<file path="config.mk">
export PLATFORM = sky130hd
export DESIGN_NAME = target_select_rng
export DESIGN_NICKNAME = d
export VERILOG_FILES = /design/src/rtl/target_select_rng.sv
export SDC_FILE = /design/constraint.sdc
export NUM_CORES = 1
export LEC_CHECK = 0
export CAP_MARGIN = 25
export CELL_PAD_IN_SITES_DETAIL_PLACEMENT = 0
export CELL_PAD_IN_SITES_GLOBAL_PLACEMENT = 1
export CORE_ASPECT_RATIO = 0.9
export CORE_MARGIN = 2
export CORE_UTILIZATION = 33
export CTS_CLUSTER_SIZE = 12
export DETAILED_ROUTE_END_ITERATION = 8
export HOLD_SLACK_MARGIN = 0.03
export PLACE_DENSITY_LB_ADDON = 0.1
export SLEW_MARGIN = 25
export SYNTH_ARGS = -nofsm -noshare
export SYNTH_HDL_FRONTEND = slang
export SYNTH_SLANG_ARGS = --single-unit
</file>
<file path="constraint.sdc">
create_clock -name clock -period 2.05 [get_ports clock]
set_input_delay 0.41 -clock clock [delete_from_list [all_inputs] [get_ports clock]]
set_output_delay 0.41 -clock clock [all_outputs]
set_load 0.01 [all_outputs]
</file>
<file path="src/rtl/target_select_rng.sv">
// Random target picker: a free-running Galois LFSR feeds rejection sampling into 0..NUM_TARGETS-1.
// Score entropy is folded in at request time; an optional no-repeat rule applies to consecutive draws.
module target_select_rng #(
    parameter int unsigned      WIDTH        = 16,
    parameter logic [WIDTH-1:0] TAPS         = 16'hB400,
    parameter logic [WIDTH-1:0] SEED_DEFAULT = 16'h0002,
    parameter int unsigned      NUM_TARGETS  = 10,
    parameter int unsigned      OUT_W        = 4,
    parameter bit               NO_REPEAT    = 1'b1,
    parameter int unsigned      MAX_TRIES    = 8
) (
    input  logic             clock,
    input  logic             reset,
    input  logic             seed_load,
    input  logic [WIDTH-1:0] seed,
    input  logic [31:0]      score,
    input  logic             req,
    output logic             busy,
    output logic             valid,
    output logic [OUT_W-1:0] target
);

    localparam int unsigned TryW = $clog2(MAX_TRIES + 1);
    localparam logic [TryW-1:0] LastTry = TryW'(MAX_TRIES - 1);
    // With a single target the no-repeat rule could never be satisfied.
    localparam bit NoRepeatEff = NO_REPEAT && (NUM_TARGETS > 1);

    typedef enum logic [1:0] {StIdle, StDraw, StDone} state_e;

    state_e           state_q;
    logic [WIDTH-1:0] lfsr_q;
    logic [TryW-1:0]  tries_q;
    logic [OUT_W-1:0] target_q;
    logic             have_prev_q;
    logic             busy_q;
    logic             valid_q;

    logic [WIDTH-1:0] lfsr_step, lfsr_adv, lfsr_mix_raw, lfsr_mix, seed_nz;
    logic [OUT_W-1:0] cand, fallback;
    logic             cand_ok;

    always_comb begin
        lfsr_step    = (lfsr_q >> 1) ^ (lfsr_q[0] ? TAPS : '0);
        lfsr_adv     = (lfsr_step == '0) ? WIDTH'(1) : lfsr_step;
        lfsr_mix_raw = lfsr_adv ^ score[WIDTH-1:0];
        lfsr_mix     = (lfsr_mix_raw == '0) ? WIDTH'(1) : lfsr_mix_raw;
        seed_nz      = (seed == '0) ? WIDTH'(1) : seed;

        cand    = lfsr_q[OUT_W-1:0];
        cand_ok = (32'(cand) < NUM_TARGETS) &&
                  !(NoRepeatEff && have_prev_q && (cand == target_q));

        if (!have_prev_q || (32'(target_q) == NUM_TARGETS - 1)) begin
            fallback = '0;
        end else begin
            fallback = target_q + OUT_W'(1);
        end
    end

    always_ff @(posedge clock) begin
        if (reset) begin
            state_q     <= StIdle;
            lfsr_q      <= SEED_DEFAULT;
            tries_q     <= '0;
            target_q    <= '0;
            have_prev_q <= 1'b0;
            busy_q      <= 1'b0;
            valid_q     <= 1'b0;
        end else begin
            if (seed_load) begin
                lfsr_q <= seed_nz;
            end else if ((state_q == StIdle) && req) begin
                lfsr_q <= lfsr_mix;
            end else begin
                lfsr_q <= lfsr_adv;
            end

            unique case (state_q)
                StIdle: begin
                    if (req) begin
                        state_q <= StDraw;
                        busy_q  <= 1'b1;
                        tries_q <= '0;
                    end
                end
                StDraw: begin
                    if (cand_ok) begin
                        target_q    <= cand;
                        have_prev_q <= 1'b1;
                        state_q     <= StDone;
                        valid_q     <= 1'b1;
                    end else if (tries_q == LastTry) begin
                        target_q    <= fallback;
                        have_prev_q <= 1'b1;
                        state_q     <= StDone;
                        valid_q     <= 1'b1;
                    end else begin
                        tries_q <= tries_q + TryW'(1);
                    end
                end
                StDone: begin
                    state_q <= StIdle;
                    busy_q  <= 1'b0;
                    valid_q <= 1'b0;
                end
                default: begin
                    state_q <= StIdle;
                    busy_q  <= 1'b0;
                    valid_q <= 1'b0;
                end
            endcase
        end
    end

    assign busy   = busy_q;
    assign valid  = valid_q;
    assign target = target_q;

endmodule

</file>
==> metrics, run 1 <==
Filler cells 541; syn_nets 284; Post-route DRC 0; Worst Path Buf+Inv 2; clock share of power 0.298; number of flops mapped to enable cells by yosys 0; placed inst area 2430 um2; #FFs+latches synth 29; sequential cell area fraction in the yosys report 0.320; Worst Setup End Kind flip-flop; WHS Path Cells 2; asr flop ratio synth 0; Max Root-Sink Buffers 2; CTS Hold Buffers Added 0; power consumption 1.55 mW; post-route minimum period 1.95 ns; clk_lat worst skew 0.28 ns; initial antenna violation count 0; post-cts sizing count 0; DP Wirelength 3740 um; port bufs 41; R2R Setup Slk 0.16 ns; vias per inst 4.87; fin crit share 0.950; worst-margin pin slew 0.375 ns; Max Cap Violations 0; arrival time at the worst endpoint 2.11 ns; ys flop type dfxtp_1; drt wl/cell 13.5 um; multi-input gate area in the final layout 1170 um2; aggregate routed wire length 4810 um; routability congestion estimate 0.792; setup_tns 0 ns; max incr delay on CP 0.51 ns; CTS root buf clkbuf_8; hold path start valid$_SDFFE_PP0P_; first-pass GRT wire length 7890 um; Die Height 74.3 um; Cell Int Power 1.07 mW; syn avg cell area 7.92 um2; core area 5290 um2; layout cells sized above 1 0.131; drt first-iter violations 64; Max FO, Critical Path 5; Hold Vio Cnt, Final 0; Synth Warn # 0; Max Clk Rate 514 MHz; combinational share of power 0.285; Layout area overhead 39.7%; CTS tree done; register area 583 um2; Die Area 6110 um2; FP Rows 25; Hold Path Class reg2reg; Final Setup Violations 0; crit path kind in2reg; Required @ worst endpoint 2.22 ns; worst reg2reg startpoint lfsr_q[0]$_SDFF_PP0_; clk_skew 0.00497 ns; Post-CTS Repair Setup Buffers 0; RSZ-0062 raised after global routing no; delay-heaviest family, CP buffers and inverters; Pleak 0.977 nW; sequential share of power 0.416; Hold WS 0.472 ns; Clock Pin Slew Worst Setup and Hold Paths 0.07 ns; width of the die 82.2 um; r2r endpoint target[3]$_SDFFE_PP0P_; startpoint type of the worst setup path input pin; vias in the first global route 1626; Via Count 1734; critical-path cell list clkdlybuf4s50_1, xnor2_1, nand4_1, nor4_2, nand2_1, o41ai_4, buf_4, nor2_1; n_diodes 0; drt pass-1 iters 4; slowest CP cell clkdlybuf4s50_1; dpl cells 348; outcome complete, no violations; Final Max Tran Viols 0; Syn Inst Count 229; Clock Sinks 29; Max-slew headroom 0.750; largest net degree at the start of global routing 22; remaining antenna violation count 0; power density cells 613 nW/um2; Yosys cell types 41; fin cells 356; Starting Density 0.343; NetSw 0.480 mW; Cell Area, Synth 1810 um2; Final Worst Setup Slack 0.103 ns; peak supply drop 0.325 mV; H-tree levels 2; endpoint of the worst hold path valid$_SDFFE_PP0P_; total I/O pin count 58; fin util 0.480; final-stage net count 343; Tot GR Track Use 0.172; Final Cell Area 2530 um2; reg2reg path depth 6; CP Depth 8; clock buffer count from CTS 5; pre-CTS WS -0.207 ns; switching part of the total 0.309; total gr overflow 0
-- power by group through the flow --
stage	clock network (mW)	registers, mW	logic, mW
after global routing	0.501	0.653	0.491
after detailed placement	0	0.658	0.435
after CTS	0.486	0.646	0.438
after global placement	0	0.659	0.437
after floorplan	0	0.650	0.254
final	0.463	0.647	0.443
-- cell families (layout without fill, tap and decap cells) --
kind of cell | Yosys count | in the layout | share of synthesized area
AND/OR/NAND/NOR | 96 | 96 | 0.254
AO/OA/AOI/OAI | 45 | 45 | 0.166
XOR/XNOR | 36 | 36 | 0.178
flip-flops | 29 | 29 | 0.320
buffers and inverters | 17 | 77 | 0.0434
adder cells (fa/ha/maj) | 3 | 3 | 0.0207
multiplexers | 3 | 3 | 0.0172
-- area by class of cell --
class / count / share of cell area
multi-input cells: 183 / 0.463
clock inverters: 2 / 0.00395
well taps: 67 / 0.0331
repair buffers: 63 / 0.232
inverters: 6 / 0.00888
flip-flops and latches: 29 / 0.230
clock buffers: 6 / 0.0286
-- synthesized netlist by cell type, types with 2 or more instances --
cell type / n / area, um2
nand2b_1: 3 / 18.8
clkbuf_1: 7 / 26.3
mux2i_1: 2 / 20.0
nand4_1: 4 / 25.0
dfxtp_1: 29 / 581
o21a_1: 2 / 15.0
xor2_1: 16 / 140
nor3b_1: 2 / 15.0
ha_1: 3 / 37.5
buf_4: 2 / 15.0
a21oi_1: 26 / 130
xnor2_1: 19 / 166
a21boi_1: 2 / 15.0
nor3_1: 6 / 30.0
nand3_1: 5 / 25.0
and3_1: 2 / 12.5
a211oi_1: 3 / 22.5
nand3b_1: 2 / 15.0
nor4_1: 7 / 43.8
nor2_1: 40 / 150
inv_1: 6 / 22.5
or3_1: 3 / 18.8
a41oi_1: 2 / 17.5
nand2_1: 19 / 71.3
-- tightest hold or removal path, cell delays in order, from the launching register on --
cell and delay (ns):
dfxtp_1 0.31, nand2b_1 0.06, a21oi_1 0.06
-- placed cells by master, fill, tap and decap left out, types with 3 or more instances in the layout --
master	instances
ha_1	3
nand4_1	4
nand3_1	5
clkbuf_8	5
buf_4	21
dfxtp_1	27
nand2_1	19
xor2_1	16
inv_1	6
or3_1	3
a211oi_1	3
clkdlybuf4s50_1	41
xnor2_1	19
nand2b_1	3
nor2_1	40
a21oi_1	26
nor3_1	6
nor4_1	6
-- metal layers --
metal	vias up	global-route usage	part of all wire
li1	909	-	-
met1	793	0.252	0.53
met2	28	0.251	0.42
met3	4	0.0388	0.037
met4	0	0.0500	0.0081
met5	-	0	0
-- registers in the layout, summed over array words and instances, names as in the netlist --
register,flops
busy,1
have_prev_q,1
lfsr_q,16
state_q,2
target,4
tries_q,4
valid,1
-- worst max-delay path by stage --
| stage | from | endpoint |
|---|---|---|
| after floorplan | target[0]$_SDFFE_PP0P_ | target[3]$_SDFFE_PP0P_ |
| after global placement | score[15] | lfsr_q[8]$_SDFF_PP0_ |
| after detailed placement | score[15] | lfsr_q[15]$_SDFF_PP0_ |
| after CTS | lfsr_q[2]$_SDFF_PP0_ | tries_q[3]$_SDFFE_PP0P_ |
| after global routing | score[15] | lfsr_q[15]$_SDFF_PP0_ |
| final | score[15] | lfsr_q[15]$_SDFF_PP0_ |
(Power assumes the default switching activity.)
==> run 2, diff against run 1 <==
CORE_MARGIN = 4   (was 2)
CORE_UTILIZATION = 45   (was 33)
DONT_BUFFER_PORTS = 1   (was default)
==> run 2 against run 1 <==
Effect of this change: sequential share of layout area up 6.3 points; flip-flop and latch count stayed put; first-iteration DRC count is 1.6% lower; combinational power fell by 32%; routed wire length shrank 7.1%; critical path depth shrank 2; hold slack worse by 0.27 ns; clock skew fell by 0.0017 ns; final cell count down 21%; register-to-register slack worse by 0.03 ns; critical path type is now reg2reg; critical endpoint is now target[3]$_SDFFE_PP0P_.
==> metrics, run 2 (synthesis gave the netlist of run 1 again) <==
outcome complete, no violations; NetSw 0.413 mW (-14%); drt pass-1 iters 4 (unchanged); Pleak 0.756 nW (-23%); register area 583 um2 (unchanged); final-stage net count 290 (-15%); layout cells sized above 1 0.102 (-0.0294); largest net degree at the start of global routing 33 (+50%); Starting Density 0.476 (+0.133); WHS Path Cells 1 (-1); multi-input gate area in the final layout 1170 um2 (-0.53%); Max Root-Sink Buffers 2 (unchanged); Layout area overhead 9.86%; vias per inst 5.57 (+14%); Die Area 5110 um2 (-16%); remaining antenna violation count 0 (unchanged); Final Max Tran Viols 0 (unchanged); Cell Int Power 1.02 mW (-5.4%); FP Rows 21 (-16%); setup_tns 0 ns (unchanged); Max-slew headroom 0.688 (-0.0622); fin util 0.523 (+0.0436); H-tree levels 2 (unchanged); total I/O pin count 58 (unchanged); drt wl/cell 15.9 um (+18%); clk_skew 0.00326 ns (-0.00171 ns); CP Depth 6 (-2); initial antenna violation count 0 (unchanged); CTS tree done; startpoint type of the worst setup path flip-flop; width of the die 74.9 um (-8.8%); arrival time at the worst endpoint 2.13 ns (+0.02 ns); Die Height 68.2 um (-8.2%); Filler cells 387 (-28%); DP Wirelength 3470 um (-7.0%); crit path kind reg2reg; post-route minimum period 1.92 ns (-0.0261 ns); fin crit share 0.937 (-0.0127); drt first-iter violations 63 (-1.6%); Worst Setup End Kind flip-flop; delay-heaviest family, CP compound AO/OA/AOI/OAI gates; Final Setup Violations 0 (unchanged); peak supply drop 0.332 mV (+2.1%); CTS root buf clkbuf_8; clk_lat worst skew 0.28 ns (about the same); switching part of the total 0.289 (-0.0198); slowest CP cell dfxtp_1; n_diodes 0 (unchanged); Clock Pin Slew Worst Setup and Hold Paths 0.06 ns (about the same); Hold Path Class in2reg; clock share of power 0.334 (+0.036); Clock Sinks 29 (unchanged); Worst Path Buf+Inv 0 (-2); routability congestion estimate 0.809 (+2.1%); most frequent cells in the layout nor2_1, dfxtp_1, a21oi_1, xnor2_1, nand2_1; clock buffer count from CTS 5 (unchanged); worst-margin pin slew 0.466 ns (+0.0913 ns); most common cell after layout, fill and taps aside nor2_1; max incr delay on CP 0.43 ns (-0.08 ns); Biggest register lfsr_q; Largest register FFs 16 (unchanged); Hold Vio Cnt, Final 0 (unchanged); vias in the first global route 1490 (-8.4%); Max Cap Violations 0 (unchanged); Required @ worst endpoint 2.26 ns (+0.04 ns); Via Count 1566 (-9.7%); Tot GR Track Use 0.190 (+0.0183); sequential share of power 0.455 (+0.039); critical-path cell list xor2_1, nor4_4, a21o_4, a211o_1, or3_1, a21oi_1; aggregate routed wire length 4470 um (-7.1%); total gr overflow 0 (unchanged); port bufs 0 (-100%); reg2reg path depth 6 (unchanged); combinational share of power 0.211 (-0.074); core area 3810 um2 (-28%); Hold WS 0.198 ns (-0.274 ns); first-pass GRT wire length 7140 um (-9.4%); Post-route DRC 0 (unchanged); RSZ-0062 raised after global routing no; power density cells 717 nW/um2 (+17%); Max Clk Rate 521 MHz (+1.4%); Max FO, Critical Path 5 (unchanged)
run 2: routing by layer:
layer	wire (um)	GRT usage	vias to the layer above
met1	2120	0.258	720
met4	11	0.0467	0
met5	0	0	-
li1	-	-	799
met3	325	0.0631	2
met2	2010	0.290	45
run 2: worst reg2reg max path: stages, from the launching register on:
cell     delay, ns
dfxtp_1       0.43
xor2_1        0.28
nor4_4        0.10
a21o_4        0.25
a211o_1       0.29
or3_1         0.37
a21oi_1       0.13
run 2: timing repair:
action	CTS	global route
hold buffers	0	0
setup endpoints to repair	0	4
buffers inserted	0	0
resized for setup	0	3
run 2: power by group through the flow:
stage          clock network [mW]  logic (mW)  registers, mW
6_report                    0.477       0.302          0.650
2_1_floorplan                   0       0.254          0.650
3_3_place_gp                    0       0.290          0.661
4_1_cts                     0.496       0.298          0.649
5_1_grt                     0.529       0.337          0.655
3_5_place_dp                    0       0.296          0.662
run 2: path summary, 6_finish.rpt:
kind	start	to	slack, ns
worst max-delay path	lfsr_q[1]$_SDFF_PP1_	target[3]$_SDFFE_PP0P_	0.13
worst min-delay path	reset	tries_q[0]$_SDFFE_PP0P_	0.20
worst min register to register	tries_q[1]$_SDFFE_PP0P_	tries_q[1]$_SDFFE_PP0P_	0.49
worst max register to register	lfsr_q[1]$_SDFF_PP1_	target[3]$_SDFFE_PP0P_	0.13
run 2: layout make-up:
class,instances,area share
multi-input cells,183,0.586
flip-flops and latches,29,0.293
clock buffers,7,0.0433
repair buffers,10,0.0377
well taps,46,0.0289
inverters,6,0.0113
run 2: through the flow:
stage	instance area [um2]	cells	power, mW	setup WS, ns
after global routing	1990	281	1.52	0.0224
final	1990	281	1.43	0.130
after CTS	1980	281	1.44	0.0136
after detailed placement	1900	274	0.958	0.0560
after floorplan	1810	229	0.904	0.244
after global placement	1900	274	0.951	0.136
==> run 3, diff against run 2 <==
CORE_UTILIZATION = 33   (was 45)
DONT_BUFFER_PORTS = default   (was 1)
==> run 3 against run 2 <==
Effect of this change: flip-flop and latch count unchanged; clock power down 5.7%; sequential power about the same; combinational power up 47%; clock skew up 0.0047 ns; die area up 32%; largest cell class unchanged; highest routed layer unchanged.
==> metrics, run 3 (synthesis gave the netlist of run 1 again) <==
outcome complete, no violations; Max Cap Violations 0 (unchanged); Hold Vio Cnt, Final 0 (unchanged); Max Clk Rate 518 MHz (-0.57%); aggregate routed wire length 4860 um (+8.7%); FP Rows 25 (+19%); most frequent cells in the layout nor2_1, clkdlybuf4s50_1, a21oi_1, dfxtp_1, buf_4; Max FO, Critical Path 5 (unchanged); Clock Pin Slew Worst Setup and Hold Paths 0.06 ns (about the same); fin util 0.489 (-0.0339); Largest register FFs 16 (unchanged); largest net degree at the start of global routing 21 (-36%); slowest CP cell clkdlybuf4s50_1; Worst setup startpoint score[4]; max incr delay on CP 0.49 ns (+0.06 ns); Die Height 78.3 um (+15%); critical-path cell list clkdlybuf4s50_1, xnor2_1, nand4_1, nor4_2, nand2_1, o41ai_4, buf_4, nor2_1; startpoint type of the worst setup path input pin; Starting Density 0.343 (-0.133); port bufs 41 (+41); Clock Sinks 29 (unchanged); clock buffer count from CTS 5 (unchanged); layout cells sized above 1 0.148 (+0.0461); peak supply drop 0.521 mV (+57%); Pleak 1.07 nW (+42%); CTS tree done; post-route minimum period 1.93 ns (+0.0110 ns); Final Max Tran Viols 0 (unchanged); Die Area 6750 um2 (+32%); vias per inst 4.76 (-15%); Layout area overhead 42.6%; Worst Path Buf+Inv 2 (+2); delay-heaviest family, CP buffers and inverters; power consumption 1.54 mW (+8.0%); power density cells 597 nW/um2 (-17%); remaining antenna violation count 0 (unchanged); H-tree levels 2 (unchanged); drt first-iter violations 43 (-32%); clk_lat worst skew 0.27 ns (about the same); arrival time at the worst endpoint 2.09 ns (-0.04 ns); drt pass-1 iters 4 (unchanged); width of the die 86.2 um (+15%); Max-slew headroom 0.727 (+0.0387); CTS root buf clkbuf_8; total I/O pin count 58 (unchanged); reg2reg path depth 6 (unchanged); DP Wirelength 3880 um (+12%); CP Depth 8 (+2); final-stage net count 344 (+19%); hold path start valid$_SDFFE_PP0P_; n_diodes 0 (unchanged); WHS Path Cells 2 (+1); RSZ-0062 raised after global routing no; crit path kind in2reg; Via Count 1701 (+8.6%); worst-margin pin slew 0.407 ns (-0.0592 ns); Hold Path Class reg2reg; most common cell after layout, fill and taps aside nor2_1; Final Setup Violations 0 (unchanged); clk_skew 0.00800 ns (+0.00474 ns); Filler cells 552 (+43%); first-pass GRT wire length 8160 um (+14%); Max Root-Sink Buffers 2 (unchanged); vias in the first global route 1655 (+11%); worst reg2reg startpoint lfsr_q[3]$_SDFF_PP0_; initial antenna violation count 0 (unchanged); core area 5290 um2 (+39%); fin crit share 0.942 (+0.00536); Worst Setup End Kind flip-flop; Biggest register lfsr_q; Tot GR Track Use 0.153 (-0.0373); drt wl/cell 13.6 um (-14%); Required @ worst endpoint 2.21 ns (-0.05 ns); routability congestion estimate 0.805 (-0.51%); total gr overflow 0 (unchanged); CTS Hold Buffers Added 0 (unchanged); Post-route DRC 0 (unchanged)
[run 3: cell types whose count changed in the layout (fill, tap and decap cells not counted), moves of 2 or more]
| cell | previous run | this run |
|---|---|---|
| buf_4 | 10 | 22 |
| nor4_2 | 0 | 2 |
| clkdlybuf4s50_1 | 0 | 32 |
| nor4_1 | 7 | 5 |
| dlymetal6s2s_1 | 0 | 9 |
| clkinv_2 | 0 | 2 |
[run 3: what timing repair did]
item / in CTS / in global routing
endpoints found under the setup margin: 0 / 16
endpoints found under the hold margin: 0 / 0
resized for setup: 0 / 17
buffers inserted: 0 / 1
[run 3: layout make-up]
class,instances,area [um2],share of cell area
Tap cell,67,83.8,0.0324
Clock buffer,6,72.6,0.0281
Sequential cell,29,584,0.226
Multi-Input combinational cell,183,1190,0.462
Clock inverter,2,10.0,0.00387
Inverter,6,22.5,0.00871
Timing Repair Buffer,64,618,0.239
[run 3: worst register-to-register path: stages (launching register included)]
cell,delay [ns]
dfxtp_2,0.41
xor2_1,0.28
nor4_4,0.11
a21o_4,0.25
a211o_1,0.28
or3_1,0.37
a21oi_1,0.13
[run 3: routing by layer]
| layer | vias to the layer above | track usage | part of all wire |
|---|---|---|---|
| met2 | 26 | 0.230 | 0.44 |
| met1 | 765 | 0.220 | 0.51 |
| met3 | 2 | 0.0388 | 0.043 |
| met4 | 0 | 0.0285 | 0.0039 |
| met5 | - | 0 | 0 |
| li1 | 908 | - | - |
[run 3: path summary, 6_finish.rpt]
check	endpoint	slack [ns]
min	valid$_SDFFE_PP0P_	0.47
max	lfsr_q[3]$_SDFF_PP0_	0.12
min reg2reg	valid$_SDFFE_PP0P_	0.47
max reg2reg	target[3]$_SDFFE_PP0P_	0.15
[run 3: report_power, final]
part / total [mW] / internal [mW] / switching (mW)
combinational: 0.443 / 0.236 / 0.207
sequential: 0.650 / 0.603 / 0.0465
clock: 0.450 / 0.235 / 0.215
[run 3: stage by stage]
step	area (um2)	hold WS [ns]	worst slack [ns]	instances	TNS [ns]
finish	2590	0.471	0.119	357	0
detailed placement	2430	0.466	-0.247	348	-2.53
floorplan	1810	0.457	0.244	229	0
global placement	2430	0.468	-0.219	348	-2.20
global route	2590	0.507	0.00147	357	0
CTS	2520	0.477	0.00487	356	0
